==> src/rtl/loop_restore.sv <==
// Row-layer write-back: rebuilds the check-to-variable message and restores the saturated posterior.
// Define OFFSET_MS_EN to subtract OFFSET from the selected magnitude (offset min-sum).
module loop_restore #(
    parameter int W      = 8,
    parameter int DEG    = 32,
    parameter int IDX_W  = 5,
    parameter int OFFSET = 1
) (
    input  logic             clk,
    input  logic             rst_n,
    input  logic             start,
    input  logic [W-2:0]     min1,
    input  logic [W-2:0]     min2,
    input  logic [IDX_W-1:0] min_idx,
    input  logic             sign_prod,
    input  logic             in_valid,
    output logic             in_ready,
    input  logic             ext_sign,
    input  logic [W-1:0]     ext_mag,
    output logic             out_valid,
    input  logic             out_ready,
    output logic [W-1:0]     q_out,
    output logic [W-1:0]     r_out,
    output logic [IDX_W-1:0] col_idx,
    output logic             busy,
    output logic             row_done
);

    typedef enum logic [1:0] {
        ST_IDLE  = 2'd0,
        ST_RUN   = 2'd1,
        ST_DRAIN = 2'd2
    } state_t;

`ifdef OFFSET_MS_EN
    localparam bit OFS_EN = 1'b1;
`else
    localparam bit OFS_EN = 1'b0;
`endif

    localparam logic [IDX_W-1:0]    LAST_COL = IDX_W'(DEG - 1);
    localparam logic [W-2:0]        OFS      = (W-1)'(OFFSET);
    localparam logic signed [W+1:0] Q_MAX    = (W+2)'((2 ** (W - 1)) - 1);

    // Clamp to the symmetric range so the most negative code never reaches q memory.
    function automatic logic [W-1:0] sat_sym(input logic signed [W+1:0] v);
        logic signed [W+1:0] lim;
        lim = Q_MAX;
        if (v > lim) begin
            sat_sym = lim[W-1:0];
        end else if (v < -lim) begin
            lim     = -lim;
            sat_sym = lim[W-1:0];
        end else begin
            sat_sym = v[W-1:0];
        end
    endfunction

    state_t           state_r;
    logic [IDX_W-1:0] cnt_r;
    logic [W-2:0]     min1_r;
    logic [W-2:0]     min2_r;
    logic [IDX_W-1:0] min_idx_r;
    logic             sign_prod_r;
    logic             out_valid_r;
    logic [W-1:0]     q_r;
    logic [W-1:0]     r_r;
    logic [IDX_W-1:0] col_r;
    logic             row_done_r;

    logic             accept_s;
    logic [W-2:0]     mag_raw_s;
    logic [W-2:0]     mag_s;
    logic [W-1:0]     mag_ext_s;
    logic [W-1:0]     r_new_s;
    logic [W:0]       ext_full_s;
    logic [W:0]       ext_s;
    logic signed [W+1:0] sum_s;

    assign in_ready  = (state_r == ST_RUN) && (!out_valid_r || out_ready);
    assign accept_s  = in_valid && in_ready;
    assign mag_raw_s = (cnt_r == min_idx_r) ? min2_r : min1_r;

    // Optional offset reduction of the selected magnitude, floored at zero.
    always_comb begin
        mag_s = mag_raw_s;
        if (OFS_EN && (mag_raw_s > OFS)) begin
            mag_s = mag_raw_s - OFS;
        end else if (OFS_EN) begin
            mag_s = {(W-1){1'b0}};
        end else begin
            mag_s = mag_raw_s;
        end
    end

    assign mag_ext_s  = {1'b0, mag_s};
    assign r_new_s    = (sign_prod_r ^ ext_sign) ? -mag_ext_s : mag_ext_s;
    assign ext_full_s = {1'b0, ext_mag};
    assign ext_s      = ext_sign ? -ext_full_s : ext_full_s;
    assign sum_s      = {ext_s[W], ext_s} + {{2{r_new_s[W-1]}}, r_new_s};

    assign out_valid = out_valid_r;
    assign q_out     = q_r;
    assign r_out     = r_r;
    assign col_idx   = col_r;
    assign row_done  = row_done_r;
    assign busy      = (state_r != ST_IDLE);

    // Row control FSM together with the one-deep output register.
    always_ff @(posedge clk or negedge rst_n) begin
        if (!rst_n) begin
            state_r     <= ST_IDLE;
            cnt_r       <= {IDX_W{1'b0}};
            min1_r      <= {(W-1){1'b0}};
            min2_r      <= {(W-1){1'b0}};
            min_idx_r   <= {IDX_W{1'b0}};
            sign_prod_r <= 1'b0;
            out_valid_r <= 1'b0;
            q_r         <= {W{1'b0}};
            r_r         <= {W{1'b0}};
            col_r       <= {IDX_W{1'b0}};
            row_done_r  <= 1'b0;
        end else begin
            row_done_r <= 1'b0;
            if (accept_s) begin
                out_valid_r <= 1'b1;
                q_r         <= sat_sym(sum_s);
                r_r         <= r_new_s;
                col_r       <= cnt_r;
            end else if (out_ready) begin
                out_valid_r <= 1'b0;
            end else begin
                out_valid_r <= out_valid_r;
            end
            case (state_r)
                ST_IDLE: begin
                    if (start) begin
                        min1_r      <= min1;
                        min2_r      <= min2;
                        min_idx_r   <= min_idx;
                        sign_prod_r <= sign_prod;
                        cnt_r       <= {IDX_W{1'b0}};
                        state_r     <= ST_RUN;
                    end
                end
                ST_RUN: begin
                    if (accept_s) begin
                        cnt_r <= cnt_r + {{(IDX_W-1){1'b0}}, 1'b1};
                        if (cnt_r == LAST_COL) begin
                            state_r <= ST_DRAIN;
                        end
                    end
                end
                ST_DRAIN: begin
                    if (out_valid_r && out_ready) begin
                        row_done_r <= 1'b1;
                        state_r    <= ST_IDLE;
                    end
                end
                default: begin
                    state_r <= ST_IDLE;
                end
            endcase
        end
    end

endmodule

==> config.mk <==
export PLATFORM = sky130hd
export DESIGN_NAME = loop_restore
export DESIGN_NICKNAME = d
export VERILOG_FILES = /design/src/rtl/loop_restore.sv
export SDC_FILE = /design/constraint.sdc
export NUM_CORES = 1
export LEC_CHECK = 0
export CAP_MARGIN = 20
export CORE_MARGIN = 2
export CORE_UTILIZATION = 40
export CTS_BUF_LIST = sky130_fd_sc_hd__clkbuf_4 sky130_fd_sc_hd__clkbuf_8
export DETAILED_ROUTE_END_ITERATION = 6
export HOLD_SLACK_MARGIN = 0.12
export PLACE_DENSITY_LB_ADDON = 0.2
export REMOVE_ABC_BUFFERS = 1
export SYNTH_ARGS = -nofsm -noshare
export SYNTH_HDL_FRONTEND = slang
export SYNTH_SLANG_ARGS = --single-unit
==> constraint.sdc <==
create_clock -name clk -period 9.5 [get_ports clk]
set_input_delay 1.425 -clock clk [delete_from_list [all_inputs] [get_ports clk]]
set_output_delay 1.425 -clock clk [all_outputs]
set_load 0.02 [all_outputs]
==> results of run 1 <==
[cells by family (layout without fill, tap and decap cells)]
family,after synthesis,count (layout),synth area share
simple gates,125,125,0.1892
compound gates,61,61,0.1479
flops,50,50,0.3932
xor+xnor,31,31,0.1070
buf+inv,23,81,0.03185
mux,22,22,0.07747
fa+ha+maj,13,13,0.05348
[worst min path at each step]
stage	from	depth (start not counted)	slack [ns]	end
after floorplan	state_r[1]	2	0.49	state_r[1]
after global placement	col_idx[3]	2	0.46	col_idx[3]
after detailed placement	col_idx[4]	2	0.47	col_idx[4]
after CTS	col_idx[4]	2	0.49	col_idx[4]
after global routing	col_idx[3]	2	0.53	col_idx[3]
final	col_idx[2]	2	0.48	col_idx[2]
[state kept, by name (all words and copies together), names as in the netlist, 2 cells and up]
register	cells
state_r	2
r_out	8
min1_r	7
cnt_r	5
min_idx_r	5
col_idx	5
min2_r	7
q_out	8
[placed cells by master (no fill, tap or decap), types with 2 or more instances in the layout]
cell type,n
o21ai_2,2
mux2_2,18
nand2_1,59
xor2_1,6
clkbuf_8,6
a21o_1,3
inv_1,13
o31ai_1,5
or2_2,2
nand3_1,6
xnor2_4,2
clkdlybuf4s50_1,57
buf_4,2
dfrtp_1,50
ha_1,12
mux2i_1,3
nor2_1,20
nand2b_1,5
a21oi_1,12
and3_4,2
o311ai_1,2
a31oi_1,7
nand4_1,5
a22o_1,3
nor3_2,2
and2_1,2
nor3_1,9
o21ai_0,10
a21o_2,2
xnor2_1,20
[worst reg2reg max path, delay by kind of cell (launching register included)]
family                     cells  cell delay [ns]
muxes                          1             0.39
adders and majority gates      2             0.58
AOI/OAI and AO/OA              7             1.94
xor gates and xnor gates       1             0.21
DFF                            1             0.46
and+or+nand+nor                3             0.83
buffers and inverters          1             0.08
[cell type report]
cell class                      count  share of cell area
Inverter                           13             0.01237
Tap cell                          102             0.03234
Clock inverter                      2            0.004122
Multi-Input combinational cell    252              0.4635
Sequential cell                    50              0.3171
Clock buffer                        6             0.02093
Timing Repair Buffer               60              0.1497
[per-stage QoR]
| step | util | power [uW] |
|---|---|---|
| after floorplan | - | 701.2 |
| after global placement | 0.4979 | 860.9 |
| after detailed placement | 0.4979 | 871.4 |
| after CTS | 0.5107 | 1007 |
| after global routing | 0.5107 | 1080 |
| final | 0.5107 | 995.4 |
[metal layers]
layer / vias to the layer above / part of all wire / track usage
met1: 1172 / 0.48 / 0.2124
met3: 5 / 0.033 / 0.02256
met2: 43 / 0.48 / 0.2717
met5: - / 0 / 0
li1: 1252 / - / -
met4: 0 / 0.0069 / 0.03676
[power breakdown]
group          leakage, uW  switching (uW)  internal, uW
logic              0.00105             291           256
registers         0.000610            47.2           270
clock network    0.0000478            72.2          60.0
==> results.sh, run 1 <==
export IMPL_status="finished, final reports clean"
export IMPL_cp_max_fo=11
export IMPL_synth_top_area_frac=0.3932
export IMPL_avgSynthCellArea_um2=9.790
export IMPL_crit_arrival_ns=5.05
export IMPL_dieArea_um2=8684
export IMPL_cap_viol_max_count=0
export IMPL_clk_latency_ns=0.31
export IMPL_r2r_cells=15
export IMPL_rsz0062_at_grt="no"
export IMPL_synth_seq_cells=50
export IMPL_synth_main_ff_cell="dfrtp_1"
export IMPL_gr_total_overflow=0
export IMPL_wl_per_cell_um=13.19
export IMPL_ant_nets=0
export IMPL_htreeDepth=2
export IMPL_grt_pass1_vias=2419
export IMPL_vias=2472
export IMPL_gp_congestion=0.8214
export IMPL_hp_class="reg -> reg"
export IMPL_synth_cell_type_count=65
export IMPL_grt_max_degree=51
export IMPL_final_cells=485
export IMPL_yosysTopAreaCell="dfrtp_1"
export IMPL_cts_resized=0
export IMPL_path_class="in -> reg"
export IMPL_setup_tns_ns=0
export IMPL_cts_buffer_depth=2
export IMPL_synth_edf_count=0
export IMPL_ys_warn_count=0
export IMPL_post_place_cells=477
export IMPL_netlist_instances=325
export IMPL_root_buffer="clkbuf_8"
export IMPL_numCtsBuffers=5
export IMPL_route_detailed_drc=0
export IMPL_ir_worst_vdd_mv=0.09409
export IMPL_yosysMostFrequentCell="nand2_1"
export IMPL_hold_buffers=0
export IMPL_portBuffers=58
export IMPL_cts_sinks=50
export IMPL_r2r_slack_ns=4.94
export IMPL_gr_usage_all_layers=0.1583
export IMPL_fin_area_um2=3946
export IMPL_diodes=0
export IMPL_dp_slack_ns=4.408
export IMPL_setup_ws_ns=4.693
export IMPL_fin_crit_ns=4.807
export IMPL_placed_area_um2=3847
export IMPL_critPathCapture="q_out[0]"
export IMPL_netlist_area_um2=3182
export IMPL_cp_start_kind="input pin"
export IMPL_grt_pass1_wl_um=11200
export IMPL_cp_required_ns=9.74
export IMPL_multi_input_area_um2=1829
export IMPL_hold_violations=0
export IMPL_synth_top_cells_by_area="dfrtp_1 39%, nand2_1 7.0%, mux2_2 6.4%"
export IMPL_cp_top_family="compound AO/OA/AOI/OAI gates"
export IMPL_crit_buf_inv=2
export IMPL_path_common_cell="a21oi_1"
export IMPL_hpwl_um=5056
export IMPL_cts_tree="done"
export IMPL_p_per_area_nw_per_um2=252.2
export IMPL_tightest_slew_ns=0.7129
export IMPL_path_depth=13
export IMPL_final_nets=429
export IMPL_ys_seq_area_frac=0.3932
export IMPL_finalMaxSlewViolations=0
export IMPL_relSlewSlack=0.5247
export IMPL_antenna_found_initial=0
export IMPL_drt_first_pass_iters=4
export IMPL_crit_path_top_delay_cell="clkdlybuf4s50_1"
export IMPL_setup_violations_final=0
export IMPL_fp_dieH_um=93.19
export IMPL_max_stage_delay_ns=0.73
export IMPL_area_growth_pct=24.03
export IMPL_finClkSkew_ns=0.01360
export IMPL_drive_gt1_frac=0.1436
export IMPL_core_area_um2=7727
export IMPL_die_w_um=93.19
export IMPL_fmax_ghz=0.2080
export IMPL_start_util=0.4118
export IMPL_critPathLaunch="ext_sign"
export IMPL_leakagePower_uw=0.001713
export IMPL_r2r_end="q_out[0]"
export IMPL_nFillCells=709
export IMPL_viasPerCell=5.097
export IMPL_crit_chain="clkdlybuf4s50_1 -> xor2_1 -> nor2_1 -> a21oi_1 -> inv_1 -> ha_1 -> a21o_2 -> a21oi_1 -> o41ai_4 -> a221oi_2 -> nand2b_1 -> o32ai_1 -> o21ba_1"
export IMPL_final_period_utilization=0.5060
export IMPL_whs_ns=0.4823
export IMPL_placementRows=32
export IMPL_post_cts_buffers=0
export IMPL_ys_top_cells_by_count="59 x nand2_1, 50 x dfrtp_1, 20 x nor2_1, 20 x xnor2_1, 18 x mux2_2"
export IMPL_synth_async_reset_ratio=1.000
export IMPL_register_area_um2=1251
export IMPL_path_clk_slew_ns=0.10
export IMPL_cp_end_kind="register"
export IMPL_boundaryPins=59
export IMPL_timing_rr_start="cnt_r[3]"
export IMPL_wl_um=6396
export IMPL_drtIter0Drc=100
(Power assumes the default switching activity.)
==> run 2, diff against run 1 <==
==> constraint.sdc (replaced) <==
create_clock -name clk -period 4.8 [get_ports clk]
set_input_delay 0.72 -clock clk [delete_from_list [all_inputs] [get_ports clk]]
set_output_delay 0.72 -clock clk [all_outputs]
set_load 0.02 [all_outputs]
==> results.sh, run 2 (same netlist as run 1, synthesis figures left out) <==
export IMPL_status="finished, final reports clean"
export IMPL_cp_max_fo=11
export IMPL_drt_first_pass_iters=4
export IMPL_gr_total_overflow=0
export IMPL_gp_congestion=0.8242
export IMPL_ant_nets=0
export IMPL_leakagePower_uw=0.001715
export IMPL_core_area_um2=7727
export IMPL_cts_sinks=50
export IMPL_setup_violations_final=0
export IMPL_cts_buffer_depth=2
export IMPL_hold_buffers=0
export IMPL_route_detailed_drc=0
export IMPL_finalPower_uw=1950
export IMPL_area_growth_pct=23.79
export IMPL_start_util=0.4118
export IMPL_numCtsBuffers=5
export IMPL_diodes=0
export IMPL_path_clk_slew_ns=0.09
export IMPL_p_per_area_nw_per_um2=495.0
export IMPL_clk_latency_ns=0.30
export IMPL_crit_path_top_delay_cell="a221oi_2"
export IMPL_whs_ns=0.4790
export IMPL_relSlewSlack=0.5160
export IMPL_layout_commonest_cell="nand2_1"
export IMPL_grt_pass1_wl_um=11210
export IMPL_layout_common_cells="59 x nand2_1, 57 x clkdlybuf4s50_1, 50 x dfrtp_1"
export IMPL_grt_max_degree=51
export IMPL_htreeDepth=2
export IMPL_final_util=0.5097
export IMPL_hold_violations=0
export IMPL_fp_dieH_um=93.19
export IMPL_hpwl_um=5049
export IMPL_cp_required_ns=5.04
export IMPL_max_stage_delay_ns=0.58
export IMPL_placementRows=32
export IMPL_hp_class="reg -> reg"
export IMPL_post_place_cells=478
export IMPL_wl_per_cell_um=13.17
export IMPL_dieArea_um2=8684
export IMPL_grt_pass1_vias=2347
export IMPL_portBuffers=58
export IMPL_final_cells=485
export IMPL_finClkSkew_ns=0.005796
export IMPL_path_class="reg -> reg"
export IMPL_cts_resized=0
export IMPL_fin_crit_ns=4.233
export IMPL_fmax_ghz=0.2362
export IMPL_gr_usage_all_layers=0.1589
export IMPL_final_nets=430
export IMPL_boundaryPins=59
export IMPL_cap_viol_max_count=0
export IMPL_crit_arrival_ns=4.47
export IMPL_cts_tree="done"
export IMPL_root_buffer="clkbuf_8"
export IMPL_tightest_slew_ns=0.7260
export IMPL_cp_end_kind="register"
export IMPL_setup_tns_ns=0
export IMPL_drtIter0Drc=75
export IMPL_antenna_found_initial=0
export IMPL_rsz0062_at_grt="no"
export IMPL_drive_gt1_frac=0.1436
export IMPL_wl_um=6387
export IMPL_vias=2464
export IMPL_viasPerCell=5.080
export IMPL_crit_chain="xnor2_1 -> nand3_1 -> nor2_2 -> buf_4 -> mux2i_1 -> ha_1 -> a21oi_1 -> inv_1 -> ha_1 -> a21o_2 -> a21oi_1 -> o41ai_4 -> a221oi_2 -> nand2b_1 -> o32ai_1 -> o21ba_1"
export IMPL_cp_start_kind="register"
export IMPL_ir_worst_vdd_mv=0.1744
export IMPL_post_cts_buffers=0
export IMPL_die_w_um=93.19
export IMPL_cp_top_family="compound AO/OA/AOI/OAI gates"
export IMPL_finalMaxSlewViolations=0
export IMPL_crit_buf_inv=2
export IMPL_final_period_utilization=0.8819
==> run 2: metal layers <==
layer | vias to the layer above | share of wire | global-route usage | wire [um]
met5 | - | 0 | 0 | 0
met4 | 0 | 0.0053 | 0.03309 | 34
met3 | 5 | 0.042 | 0.02901 | 269
met2 | 41 | 0.48 | 0.2621 | 3075
met1 | 1169 | 0.47 | 0.2197 | 3008
li1 | 1249 | - | - | -
==> run 2: report_power, final <==
group	switching (uW)	total, uW	internal, uW
Clock	129	241	112
Combinational	570	1080	509
Sequential	95.9	630	534
==> run 2: worst paths after layout <==
kind	startpoint	end	slack [ns]	cells after the start
setup / recovery	cnt_r[3]	q_out[0]	0.57	16
hold / removal	col_idx[2]	col_idx[2]	0.48	2
setup reg to reg	cnt_r[3]	q_out[0]	0.57	16
hold reg to reg	col_idx[2]	col_idx[2]	0.48	2
max in group asynchronous	rst_n	q_out[1]	3.87	2
min in group asynchronous	rst_n	min_idx_r[2]	0.52	2
==> run 2: worst reg2reg max path, cell delays in order, from the launching register on <==
cell and delay (ns):
dfrtp_1 0.46, xnor2_1 0.21, nand3_1 0.16, nor2_2 0.15, buf_4 0.20, mux2i_1 0.28
ha_1 0.28, a21oi_1 0.30, inv_1 0.08, ha_1 0.29, a21o_2 0.20, a21oi_1 0.31
o41ai_4 0.18, a221oi_2 0.58, nand2b_1 0.18, o32ai_1 0.07, o21ba_1 0.24
==> run 2: layout make-up <==
| class | instances | area (um^2) |
|---|---|---|
| Multi-Input combinational cell | 252 | 1829 |
| Inverter | 13 | 48.80 |
| Tap cell | 102 | 127.6 |
| Fill cell | 751 | 3789 |
| Timing Repair Buffer | 61 | 598.1 |
| Clock buffer | 7 | 83.83 |
| Sequential cell | 50 | 1251 |
==> run 2: through the flow <==
step | setup slack (ns) | area [um^2]
6_report | 0.5667 | 3939
3_3_place_gp | 0.5597 | 3855
3_5_place_dp | 0.4826 | 3855
4_1_cts | 0.5193 | 3939
5_1_grt | 0.2176 | 3939
2_1_floorplan | 0.9137 | 3129
==> patch: new RTL, settings of run 1 <==
Re-encode `state_t` (3 states) as one-hot, 3 bits wide.
--- a/src/rtl/loop_restore.sv
+++ b/src/rtl/loop_restore.sv
@@ -27,8 +27,8 @@
 );
 
-    typedef enum logic [1:0] {
-        ST_IDLE  = 2'd0,
-        ST_RUN   = 2'd1,
-        ST_DRAIN = 2'd2
+    typedef enum logic [2:0] {
+        ST_IDLE  = 3'b001,
+        ST_RUN   = 3'b010,
+        ST_DRAIN = 3'b100
     } state_t;
 
Function: same outputs for any inputs over 4 cycles, from zero or initial values and one cycle with rst_n low; so few cycles prove little.
==> patch against run 1 <==
- area after synthesis is 7.1% higher
- synthesized cell count is 7.7% higher
- count of clock-buffer cells in the layout rose by 1
- wire length is 15% higher
- global-route usage grew 1.6 points
- sequential cell count is 1 higher
- cell area grew 6.0%
- critical path depth increased by 2
- non-clock buffer count is the same
- worst setup slack worse by 0.25 ns
- critical path type unchanged
- largest cell class unchanged
- highest routed layer unchanged
Power is not compared: it rests on default switching activity, and its combinational part moved more than twofold at a synthesized area within 25%.
==> patch: results <==
group,metric,value,unit
synth,syn_area_per_cell,9.73,um^2
cells_and_area,seq_share,30.5,%
detailed_routing,vias,2721,
detailed_routing,totalWireLength,7.39,mm
grt,track_usage,17.4,%
synth,yosysSeqAreaShare,37.5,%
detailed_routing,drt_iter0_drc,87,
synth,synth.area.top_cells,"dfrtp_1 37%, mux2_2 7.3%, nand2_1 5.7%, ha_1 4.8%, xnor2_1 4.1%",
clock_tree,cts_sinks,51,
grt,grt_max_degree,52,
cells_and_area,multiInputGateArea,2020,um^2
grt,grt_pass1_wl,12.5,mm
min_path,whs_endpoint,"col_idx[1]",
cells_and_area,comb.multi_input.count,273,
placement,hpwlAfterDp,5.59,mm
sta,relSlewSlack,34.3,%
grt,grt_pass1_vias,2571,
cells_and_area,n_all_inverters,15,
critical_path,max_stage_delay,0.62,ns
cells_and_area,buffer_area_share,14.3,%
status,status,"completed",
cells_and_area,clkCellAreaFrac,2.36,%
cells_and_area,n_fill_cell,772,
min_path,min-delay-start,"col_idx[1]",
synth,ys_types,70,
cells_and_area,clock_buffers,7,
placement,dp_cells,503,
detailed_routing,via_per_inst,5.31,
==> patch: kinds of logic after synthesis <==
kind of cell / Yosys count / share of synthesized area, %
AO/OA/AOI/OAI: 82 / 18.8
flip-flops: 51 / 37.5
buffers and inverters: 26 / 3.23
adder cells (fa/ha/maj): 14 / 5.36
multiplexers: 27 / 8.74
AND/OR/NAND/NOR: 127 / 19.4
XOR/XNOR: 23 / 7.01
==> patch: metal layers <==
metal	vias up	share of wire (%)	GRT usage [%]
li1	1375	-	-
met2	52	47	28.1
met4	0	1.3	5.28
met5	-	0	0
met3	7	3.0	2.82
met1	1287	49	24.0
==> patch: per-stage QoR <==
step	instance area [um^2]	power, W	hold slack (ns)	utilization [%]	setup slack (ns)
5_1_grt	4180	0.00184	0.514	50.9	4.11
3_5_place_dp	4070	0.00154	0.463	49.5	4.15
3_3_place_gp	4070	0.00153	0.458	49.5	4.25
6_report	4180	0.00168	0.480	50.9	4.44
2_1_floorplan	3350	0.00125	0.501	-	5.05
4_1_cts	4170	0.00168	0.487	50.7	4.46
